<file path="src/rtl/dcache_axi_bridge_pkg.sv">
// Shared types and constants for the dcache-to-AXI3 bridge.
// AXI sideband constants are tied off by the wrapper that instantiates the bridge.
package dcache_axi_bridge_pkg;

  typedef enum logic [2:0] {
    IDLE    = 3'd0,
    RD_ADDR = 3'd1,
    RD_DATA = 3'd2,
    WR_ADDR = 3'd3,
    WR_RESP = 3'd4
  } state_e;

  localparam logic [3:0] AXI_ID    = 4'd1;
  localparam logic [3:0] AXI_LEN   = 4'd0;
  localparam logic [1:0] AXI_BURST = 2'b01;  // INCR
  localparam logic [1:0] AXI_LOCK  = 2'b00;
  localparam logic [3:0] AXI_CACHE = 4'b0000;
  localparam logic [2:0] AXI_PROT  = 3'b000;

endpackage

</file>
<file path="src/rtl/dcache_axi_bridge_if.sv">
// Sram-like dcache port plus the single-beat AXI3 channels the bridge drives.
// master = bridge side, slave = write buffer / bus side.
interface dcache_axi_bridge_if;
  logic        data_req;
  logic        data_wr;
  logic [1:0]  data_size;
  logic [31:0] data_addr;
  logic [31:0] data_wdata;
  logic [3:0]  data_wstrb;
  logic [31:0] data_rdata;
  logic        data_addr_ok;
  logic        data_data_ok;

  logic [31:0] araddr;
  logic [2:0]  arsize;
  logic        arvalid;
  logic        arready;
  logic [31:0] rdata;
  logic        rvalid;
  logic        rready;
  logic [31:0] awaddr;
  logic [2:0]  awsize;
  logic        awvalid;
  logic        awready;
  logic [31:0] wdata;
  logic [3:0]  wstrb;
  logic        wvalid;
  logic        wready;
  logic        bvalid;
  logic        bready;

  modport master (
    input  data_req, data_wr, data_size, data_addr, data_wdata, data_wstrb,
    output data_rdata, data_addr_ok, data_data_ok,
    output araddr, arsize, arvalid, input arready,
    input  rdata, rvalid, output rready,
    output awaddr, awsize, awvalid, input awready,
    output wdata, wstrb, wvalid, input wready,
    input  bvalid, output bready
  );

  modport slave (
    output data_req, data_wr, data_size, data_addr, data_wdata, data_wstrb,
    input  data_rdata, data_addr_ok, data_data_ok,
    input  araddr, arsize, arvalid, output arready,
    output rdata, rvalid, input rready,
    input  awaddr, awsize, awvalid, output awready,
    input  wdata, wstrb, wvalid, output wready,
    output bvalid, input bready
  );
endinterface

</file>
<file path="src/rtl/dcache_axi_bridge.sv">
// Converts the write buffer's sram-like port into single-beat AXI3 transactions,
// one outstanding at a time; data_ok lands in IDLE so back-to-back accepts are possible.
module dcache_axi_bridge
  import dcache_axi_bridge_pkg::*;
(
  input logic               clk,
  input logic               rst,
  dcache_axi_bridge_if.master bus
);

  state_e      state;
  logic [31:0] addr_q;
  logic [2:0]  size_q;
  logic [31:0] wdata_q;
  logic [3:0]  wstrb_q;
  logic [31:0] rdata_q;
  logic        arvalid_q, rready_q, awvalid_q, wvalid_q, bready_q, data_ok_q;
  logic        addr_ok, aw_done, w_done;

  assign addr_ok = (state == IDLE) && bus.data_req;
  // A channel counts as done once its valid has dropped or is handshaking now.
  assign aw_done = !awvalid_q || bus.awready;
  assign w_done  = !wvalid_q  || bus.wready;

  assign bus.data_addr_ok = addr_ok;
  assign bus.data_data_ok = data_ok_q;
  assign bus.data_rdata   = rdata_q;
  assign bus.araddr       = addr_q;
  assign bus.arsize       = size_q;
  assign bus.arvalid      = arvalid_q;
  assign bus.rready       = rready_q;
  assign bus.awaddr       = addr_q;
  assign bus.awsize       = size_q;
  assign bus.awvalid      = awvalid_q;
  assign bus.wdata        = wdata_q;
  assign bus.wstrb        = wstrb_q;
  assign bus.wvalid       = wvalid_q;
  assign bus.bready       = bready_q;

  always_ff @(posedge clk or posedge rst) begin
    if (rst) begin
      state     <= IDLE;
      addr_q    <= '0;
      size_q    <= '0;
      wdata_q   <= '0;
      wstrb_q   <= '0;
      rdata_q   <= '0;
      arvalid_q <= 1'b0;
      rready_q  <= 1'b0;
      awvalid_q <= 1'b0;
      wvalid_q  <= 1'b0;
      bready_q  <= 1'b0;
      data_ok_q <= 1'b0;
    end else begin
      data_ok_q <= 1'b0;
      case (state)
        IDLE: begin
          if (addr_ok) begin
            addr_q  <= bus.data_addr;
            size_q  <= {1'b0, bus.data_size};
            wdata_q <= bus.data_wdata;
            wstrb_q <= bus.data_wstrb;
            if (bus.data_wr) begin
              awvalid_q <= 1'b1;
              wvalid_q  <= 1'b1;
              state     <= WR_ADDR;
            end else begin
              arvalid_q <= 1'b1;
              state     <= RD_ADDR;
            end
          end
        end
        RD_ADDR: begin
          if (bus.arready) begin
            arvalid_q <= 1'b0;
            rready_q  <= 1'b1;
            state     <= RD_DATA;
          end
        end
        RD_DATA: begin
          if (bus.rvalid) begin
            rready_q  <= 1'b0;
            rdata_q   <= bus.rdata;
            data_ok_q <= 1'b1;
            state     <= IDLE;
          end
        end
        WR_ADDR: begin
          if (bus.awready) awvalid_q <= 1'b0;
          if (bus.wready)  wvalid_q  <= 1'b0;
          if (aw_done && w_done) begin
            bready_q <= 1'b1;
            state    <= WR_RESP;
          end
        end
        WR_RESP: begin
          if (bus.bvalid) begin
            bready_q  <= 1'b0;
            data_ok_q <= 1'b1;
            state     <= IDLE;
          end
        end
        default: state <= IDLE;
      endcase
    end
  end

endmodule
</file>
<file path="src/flat_wrapper.sv">
// flat-port wrapper written by rule: the top's interface ports become plain ports
module dcache_axi_bridge_flat import dcache_axi_bridge_pkg::*;
  (clk, rst, bus_data_req, bus_data_wr, bus_data_size, bus_data_addr, bus_data_wdata, bus_data_wstrb, bus_data_rdata, bus_data_addr_ok, bus_data_data_ok, bus_araddr, bus_arsize, bus_arvalid, bus_arready, bus_rdata, bus_rvalid, bus_rready, bus_awaddr, bus_awsize, bus_awvalid, bus_awready, bus_wdata, bus_wstrb, bus_wvalid, bus_wready, bus_bvalid, bus_bready);
  dcache_axi_bridge_if bus_i ();
  input logic clk;
  input logic rst;
  input wire logic [$bits(bus_i.data_req)-1:0] bus_data_req;
  input wire logic [$bits(bus_i.data_wr)-1:0] bus_data_wr;
  input wire logic [$bits(bus_i.data_size)-1:0] bus_data_size;
  input wire logic [$bits(bus_i.data_addr)-1:0] bus_data_addr;
  input wire logic [$bits(bus_i.data_wdata)-1:0] bus_data_wdata;
  input wire logic [$bits(bus_i.data_wstrb)-1:0] bus_data_wstrb;
  output wire logic [$bits(bus_i.data_rdata)-1:0] bus_data_rdata;
  output wire logic [$bits(bus_i.data_addr_ok)-1:0] bus_data_addr_ok;
  output wire logic [$bits(bus_i.data_data_ok)-1:0] bus_data_data_ok;
  output wire logic [$bits(bus_i.araddr)-1:0] bus_araddr;
  output wire logic [$bits(bus_i.arsize)-1:0] bus_arsize;
  output wire logic [$bits(bus_i.arvalid)-1:0] bus_arvalid;
  input wire logic [$bits(bus_i.arready)-1:0] bus_arready;
  input wire logic [$bits(bus_i.rdata)-1:0] bus_rdata;
  input wire logic [$bits(bus_i.rvalid)-1:0] bus_rvalid;
  output wire logic [$bits(bus_i.rready)-1:0] bus_rready;
  output wire logic [$bits(bus_i.awaddr)-1:0] bus_awaddr;
  output wire logic [$bits(bus_i.awsize)-1:0] bus_awsize;
  output wire logic [$bits(bus_i.awvalid)-1:0] bus_awvalid;
  input wire logic [$bits(bus_i.awready)-1:0] bus_awready;
  output wire logic [$bits(bus_i.wdata)-1:0] bus_wdata;
  output wire logic [$bits(bus_i.wstrb)-1:0] bus_wstrb;
  output wire logic [$bits(bus_i.wvalid)-1:0] bus_wvalid;
  input wire logic [$bits(bus_i.wready)-1:0] bus_wready;
  input wire logic [$bits(bus_i.bvalid)-1:0] bus_bvalid;
  output wire logic [$bits(bus_i.bready)-1:0] bus_bready;
  assign bus_i.data_req = bus_data_req;
  assign bus_i.data_wr = bus_data_wr;
  assign bus_i.data_size = bus_data_size;
  assign bus_i.data_addr = bus_data_addr;
  assign bus_i.data_wdata = bus_data_wdata;
  assign bus_i.data_wstrb = bus_data_wstrb;
  assign bus_data_rdata = bus_i.data_rdata;
  assign bus_data_addr_ok = bus_i.data_addr_ok;
  assign bus_data_data_ok = bus_i.data_data_ok;
  assign bus_araddr = bus_i.araddr;
  assign bus_arsize = bus_i.arsize;
  assign bus_arvalid = bus_i.arvalid;
  assign bus_i.arready = bus_arready;
  assign bus_i.rdata = bus_rdata;
  assign bus_i.rvalid = bus_rvalid;
  assign bus_rready = bus_i.rready;
  assign bus_awaddr = bus_i.awaddr;
  assign bus_awsize = bus_i.awsize;
  assign bus_awvalid = bus_i.awvalid;
  assign bus_i.awready = bus_awready;
  assign bus_wdata = bus_i.wdata;
  assign bus_wstrb = bus_i.wstrb;
  assign bus_wvalid = bus_i.wvalid;
  assign bus_i.wready = bus_wready;
  assign bus_i.bvalid = bus_bvalid;
  assign bus_bready = bus_i.bready;
  dcache_axi_bridge u_core (.clk(clk), .rst(rst), .bus(bus_i));
endmodule
</file>
<file path="config.mk">
export PLATFORM = sky130hd
export DESIGN_NAME = dcache_axi_bridge_flat
export DESIGN_NICKNAME = d
export VERILOG_FILES = /design/src/rtl/dcache_axi_bridge_pkg.sv /design/src/rtl/dcache_axi_bridge_if.sv /design/src/rtl/dcache_axi_bridge.sv /design/src/flat_wrapper.sv
export SDC_FILE = /design/constraint.sdc
export NUM_CORES = 1
export LEC_CHECK = 0
export BUFFER_PORTS_ARGS = -buffer_cell sky130_fd_sc_hd__buf_2
export CORE_ASPECT_RATIO = 1.5
export CORE_MARGIN = 3
export CORE_UTILIZATION = 25
export DETAILED_ROUTE_END_ITERATION = 7
export SYNTH_ARGS = -nofsm -noshare
export SYNTH_HDL_FRONTEND = slang
export SYNTH_SLANG_ARGS = --single-unit
</file>
<file path="constraint.sdc">
create_clock -name clk -period 3.2 [get_ports clk]
set_input_delay 0.16 -clock clk [delete_from_list [all_inputs] [get_ports clk]]
set_output_delay 0.16 -clock clk [all_outputs]
set_load 0.01 [all_outputs]
</file>
* After elaboration in Yosys (flattened, before gate mapping)
Index checks and enable logic that the tools add are counted.
Operators by class: reduce and logical (&&, ||, !) cells 19, multiplexer cells 26, equality and inequality tests 13
Operators with widths (count):
- $ne 2x2->1 const B | 8
- $mux 3 | 5
- $pmux 3 s5 | 1
- $mux 1 | 13
- $pmux 1 s2 | 6
- $reduce_and 4->1 | 3
- $reduce_bool 2->1 | 4
- $eq 3x2->1 const B | 2
- $reduce_and 3->1 | 2
- $reduce_and 5->1 | 1
- $reduce_and 2->1 | 2
- $eq 3x1->1 const B | 1
- $eq 3x3->1 const B | 1
- $logic_not 3->1 | 1
- $logic_and 1x1->1 | 2
- $logic_not 1->1 | 2
- $logic_or 1x1->1 | 2
- $mux 2 | 1
- $ne 2x1->1 const B | 1
Word-level totals: register bits 111, bits of input ports 111, output and inout bits 145

* Depth between registers and ports, before layout
word-level depth 5, depth in mapped cells 4, gate-level depth less buffers 3

* Worst setup path before layout
No wires, ideal clock.
path kind register -> register, start reg u_core.state[0], end reg u_core.addr_q[0], in the netlist u_core.bus.araddr[0], stages on the path, launching flop included 5, path buffers 2, path slack 1.683 ns, data required time 3.073 ns, setup time 0.127 ns, arrival 1.390 ns, path through dfrtp_1 -> nor4b_2 -> buf_4 -> buf_6 -> mux2_1
On the way: word-level cells in the longest chain between the ends 3
RTL lines:
- start, declared | line dcache_axi_bridge.sv:11 | state_e state;
- start signal, assigned | line dcache_axi_bridge.sv:42 | state <= IDLE;
- start signal, assigned | line dcache_axi_bridge.sv:66 | state <= WR_ADDR;
- start signal, assigned | line dcache_axi_bridge.sv:69 | state <= RD_ADDR;
- $logic_not 3->1 | line dcache_axi_bridge.sv:20 | assign addr_ok = (state == IDLE) && bus.data_req;
- $logic_and 1x1->1 | line dcache_axi_bridge.sv:20
- via bus_data_addr_ok | line flat_wrapper.sv:14 | output wire logic [$bits(bus_i.data_addr_ok)-1:0] bus_data_addr_ok;
- $reduce_and 2->1 (no source line)
- end signal, assigned | line dcache_axi_bridge.sv:59 | addr_q <= bus.data_addr;
- end, declared | line dcache_axi_bridge.sv:12 | logic [31:0] addr_q;
The timed path passes the listed nets, and every way through them passes these cells. A chain may end at the register's enable or synchronous reset.

* Final worst setup path
start reg u_core.state[0], end reg u_core.addr_q[26], in the netlist u_core.bus.araddr[26]
On the way: word-level cells in the longest chain between the ends 3
RTL lines (line):
- $logic_not 3->1 * | dcache_axi_bridge.sv:20, dcache_axi_bridge.sv:56
- $logic_and 1x1->1 | dcache_axi_bridge.sv:20
- $reduce_and 2->1 (no source line) *
Every way passes the cells marked *; elsewhere a longest branch is shown, timed or not.

==> flow_summary.yaml <==
die:
  die_area_mm2: 0.01984
  row_count: 59
  fp.coreArea_mm2: 0.01757
  die_h_um: 171.0
  num_io_pins: 256
  start_util: 0.2584
  dieWidth_um: 116.0
worst_setup_path:
  crit_chain: "nor4b_4 -> buf_12 -> mux2_1"
  crit_required_ns: 3.43
  r2r_slack_ns: 1.17
  endpoint_kind: "register"
  critPathTopFamily: "flip-flops"
  crit_buf_inv: 1
  cp_slowest_cell: "dfrtp_1"
  path_class: "reg -> reg"
  start_kind: "register"
  slowest_delay_ns: 0.55
  timing.rr.end: "u_core.bus.araddr[26]$_DFFE_PP0P_"
  r2r_start: "u_core.state[0]$_DFFE_PP0P_"
  critPathMaxFanout: 70
  crit_arrival_ns: 2.26
  worst-r2r-cell-count: 3
route:
  num_vias: 3159
  drt_iter0_markers: 56
  finalWirelength_mm: 10.33
  dr.pass1.iters: 4
  wire_per_inst_um: 13.98
  vias_per_cell: 4.275
  ant_nets: 0
  drc: 0
clocking:
  clk_path_buf_depth: 2
  cts_htree_levels: 3
  cts_tree: "yes"
  cts-buffers-inserted: 9
  root_buffer: "clkbuf_16"
  clk_pin_slew_ns: 0.07
  cts_resized: 0
  clock_latency_ns: 0.35
  clock-sinks: 111
finish:
  drive_gt1_frac: 0.6065
  n_antenna_cell: 0
  synthToLayoutAreaGrowth_pct: 33.35
  n_fill_cell: 1754
  layout.nets: 632
  fin_area_mm2: 0.006053
timing:
  fin_crit_sh: 0.6352
  setup_tns_ns: 0
  hold_violations: 0
  grt_setup_unrepaired: "false"
  slew_violations: 0
  finClkSkew_ns: 0.01141
  max_freq_ghz: 0.4920
  finalSetupViolCount: 0
  min_period_ns: 2.033
  max_slew.worst_pin.slew_ns: 0.6590
  relSlewSlack: 0.5606
synthesis:
  yosys-top-cells-area: "dfrtp_1 (61%), mux2_1 (14%), mux2_2 (11%), buf_4 (6.6%), buf_6 (1.5%)"
  synth_edf_count: 0
  ys_seq_area_frac: 0.6119
  ys_warn_count: 0
  ys_top_cells_by_count: "dfrtp_1 (111), mux2_1 (58), mux2_2 (44)"
  yosysTopAreaCell: "dfrtp_1"
  synth_cell_type_count: 28
  syn_inst: 300
  ys_seq_elements: 111
  synth-main-ff-cell: "dfrtp_1"
  avgSynthCellArea_um2: 15.13
  yosysTopAreaCellShare: 0.6119
  synthArstFlopShare: 1.000
  synth.most_common_cell: "dfrtp_1"
  syn_area_mm2: 0.004539
pwr:
  power_mw: 6.183
  p_switching_mw: 2.198
  internal_power_mw: 3.985
  max-vdd-ir-drop_mv: 0.4175
  clockPowerShare: 0.174
  power.share.switching: 0.3555
  p_comb_frac: 0.417
  power_leakage_nw: 2.995
  power.density_mw_per_mm2: 1021
  p_seq_frac: 0.409
grt:
  grt-busiest-layer: "met2"
  gr-usage-all-layers: 0.1013
  grt_pass1_vias: 3304
  grt_overflow_total: 0
  grt_max_degree: 71
  antenna_found_initial: 0
  grtUsageMet2: 0.1824
  met3_usage: 0.03291
  use_met1: 0.1037
  grt_pass1_wl_mm: 15.81
job:
  cap_violations: 0
min_path:
  hold_path_end: "u_core.bus.araddr[13]$_DFFE_PP0P_"
  holdPathStages: 2
  min_from: "bus_data_addr[13]"
  min_path_type: "in -> reg"
placement:
  place_hpwl_mm: 8.072
  postPlaceCellArea_mm2: 0.005758
  portBuffers: 253
  place_congestion: 0.7296
run_status:
  status: "completed"
-- final cells by class --
cell class                      instances  area, µm²  area share
Clock buffer                           12      256.5     0.04237
Clock inverter                          4      28.78    0.004754
Inverter                                5      21.27    0.003514
Multi-Input combinational cell        137       1379      0.2278
Sequential cell                       111       2778      0.4589
Tap cell                              213      266.5     0.04403
Timing Repair Buffer                  257       1324      0.2187
-- layout by cell type (no fill, tap or decap) --
cell type / n
a32o_1: 1
nand3_1: 2
nand2b_1: 2
mux2_2: 44
o211ai_1: 1
buf_12: 2
a41o_1: 1
nor2b_1: 1
clkbuf_8: 2
inv_4: 1
nand3b_1: 2
clkinvlp_4: 2
a22o_1: 2
buf_4: 1
nand2_1: 5
nor4b_4: 1
buf_2: 253
dfrtp_1: 111
a31oi_1: 1
o221ai_1: 2
inv_6: 1
mux2_1: 58
nor2_2: 1
nor2_1: 2
o22ai_1: 1
or4_1: 1
clkbuf_1: 1
a21bo_2: 1
dlygate4sd3_1: 1
a21oi_1: 4
o21ai_0: 2
clkbuf_16: 9
clkinv_2: 1
inv_1: 4
conb_1: 2
-- per-stage QoR --
| stage | worst slack (ns) | std cells | hold slack, ns | utilization |
|---|---|---|---|---|
| after global placement | 1.231 | 722 | 0.2926 | 0.3277 |
| after detailed placement | 1.151 | 722 | 0.3195 | 0.3277 |
| after floorplan | 0.1093 | 301 | 0.2947 | - |
| after global routing | 1.039 | 739 | 0.005555 | 0.3445 |
| after CTS | 1.135 | 739 | 0.001298 | 0.3445 |
| final | 1.167 | 739 | 0.02105 | 0.3445 |
-- how the worst max path moves through the flow --
| stage | to | depth (start not counted) | slack (ns) | startpoint |
|---|---|---|---|---|
| 2_1_floorplan | u_core.bus.araddr[0]$_DFFE_PP0P_ | 1 | 0.11 | rst |
| 3_3_place_gp | u_core.bus.wstrb[2]$_DFFE_PP0P_ | 3 | 1.23 | u_core.state[0]$_DFFE_PP0P_ |
| 3_5_place_dp | u_core.bus.wstrb[1]$_DFFE_PP0P_ | 3 | 1.15 | u_core.state[0]$_DFFE_PP0P_ |
| 4_1_cts | u_core.bus.wstrb[1]$_DFFE_PP0P_ | 3 | 1.14 | u_core.state[0]$_DFFE_PP0P_ |
| 5_1_grt | u_core.bus.wdata[0]$_DFFE_PP0P_ | 3 | 1.04 | u_core.state[0]$_DFFE_PP0P_ |
| 6_report | u_core.bus.araddr[26]$_DFFE_PP0P_ | 3 | 1.17 | u_core.state[0]$_DFFE_PP0P_ |
-- power by group through the flow --
stage                     combinational [mW]  clock (mW)  sequential [mW]
final                                   2.58        1.07             2.53
after global routing                    2.82        1.18             2.66
after CTS                               2.65        1.13             2.55
after detailed placement                2.65           0             2.57
after global placement                  2.61           0             2.54
after floorplan                         1.45           0             2.85
-- kinds of logic after synthesis --
logic type | Yosys count | synth area share
DFF | 111 | 0.6119
muxes | 102 | 0.2530
buffers and inverters | 53 | 0.08710
and+or+nand+nor | 17 | 0.02178
AOI/OAI and AO/OA | 16 | 0.02536
other | 1 | 0.0008261
-- timing repair --
action | 4_1_cts | 5_1_grt
hold endpoints to repair | 51 | 0
hold buffers | 1 | 0
setup buffers | 0 | 0
-- metal layers --
layer | vias to the layer above | wire (µm) | part of all wire
li1 | 1449 | - | -
met1 | 1530 | 3746 | 0.36
met5 | - | 0 | 0
met2 | 159 | 5443 | 0.53
met3 | 21 | 871 | 0.084
met4 | 0 | 272 | 0.026
-- registers in the layout (all words and copies together), names as in the netlist --
signal	count
u_core.bus.araddr	32
u_core.bus.arsize	2
u_core.bus.arvalid	1
u_core.bus.awvalid	1
u_core.bus.bready	1
u_core.bus.data_data_ok	1
u_core.bus.data_rdata	32
u_core.bus.rready	1
u_core.bus.wdata	32
u_core.bus.wstrb	4
u_core.bus.wvalid	1
u_core.state	3
Power figures use the tool's default switching activity.
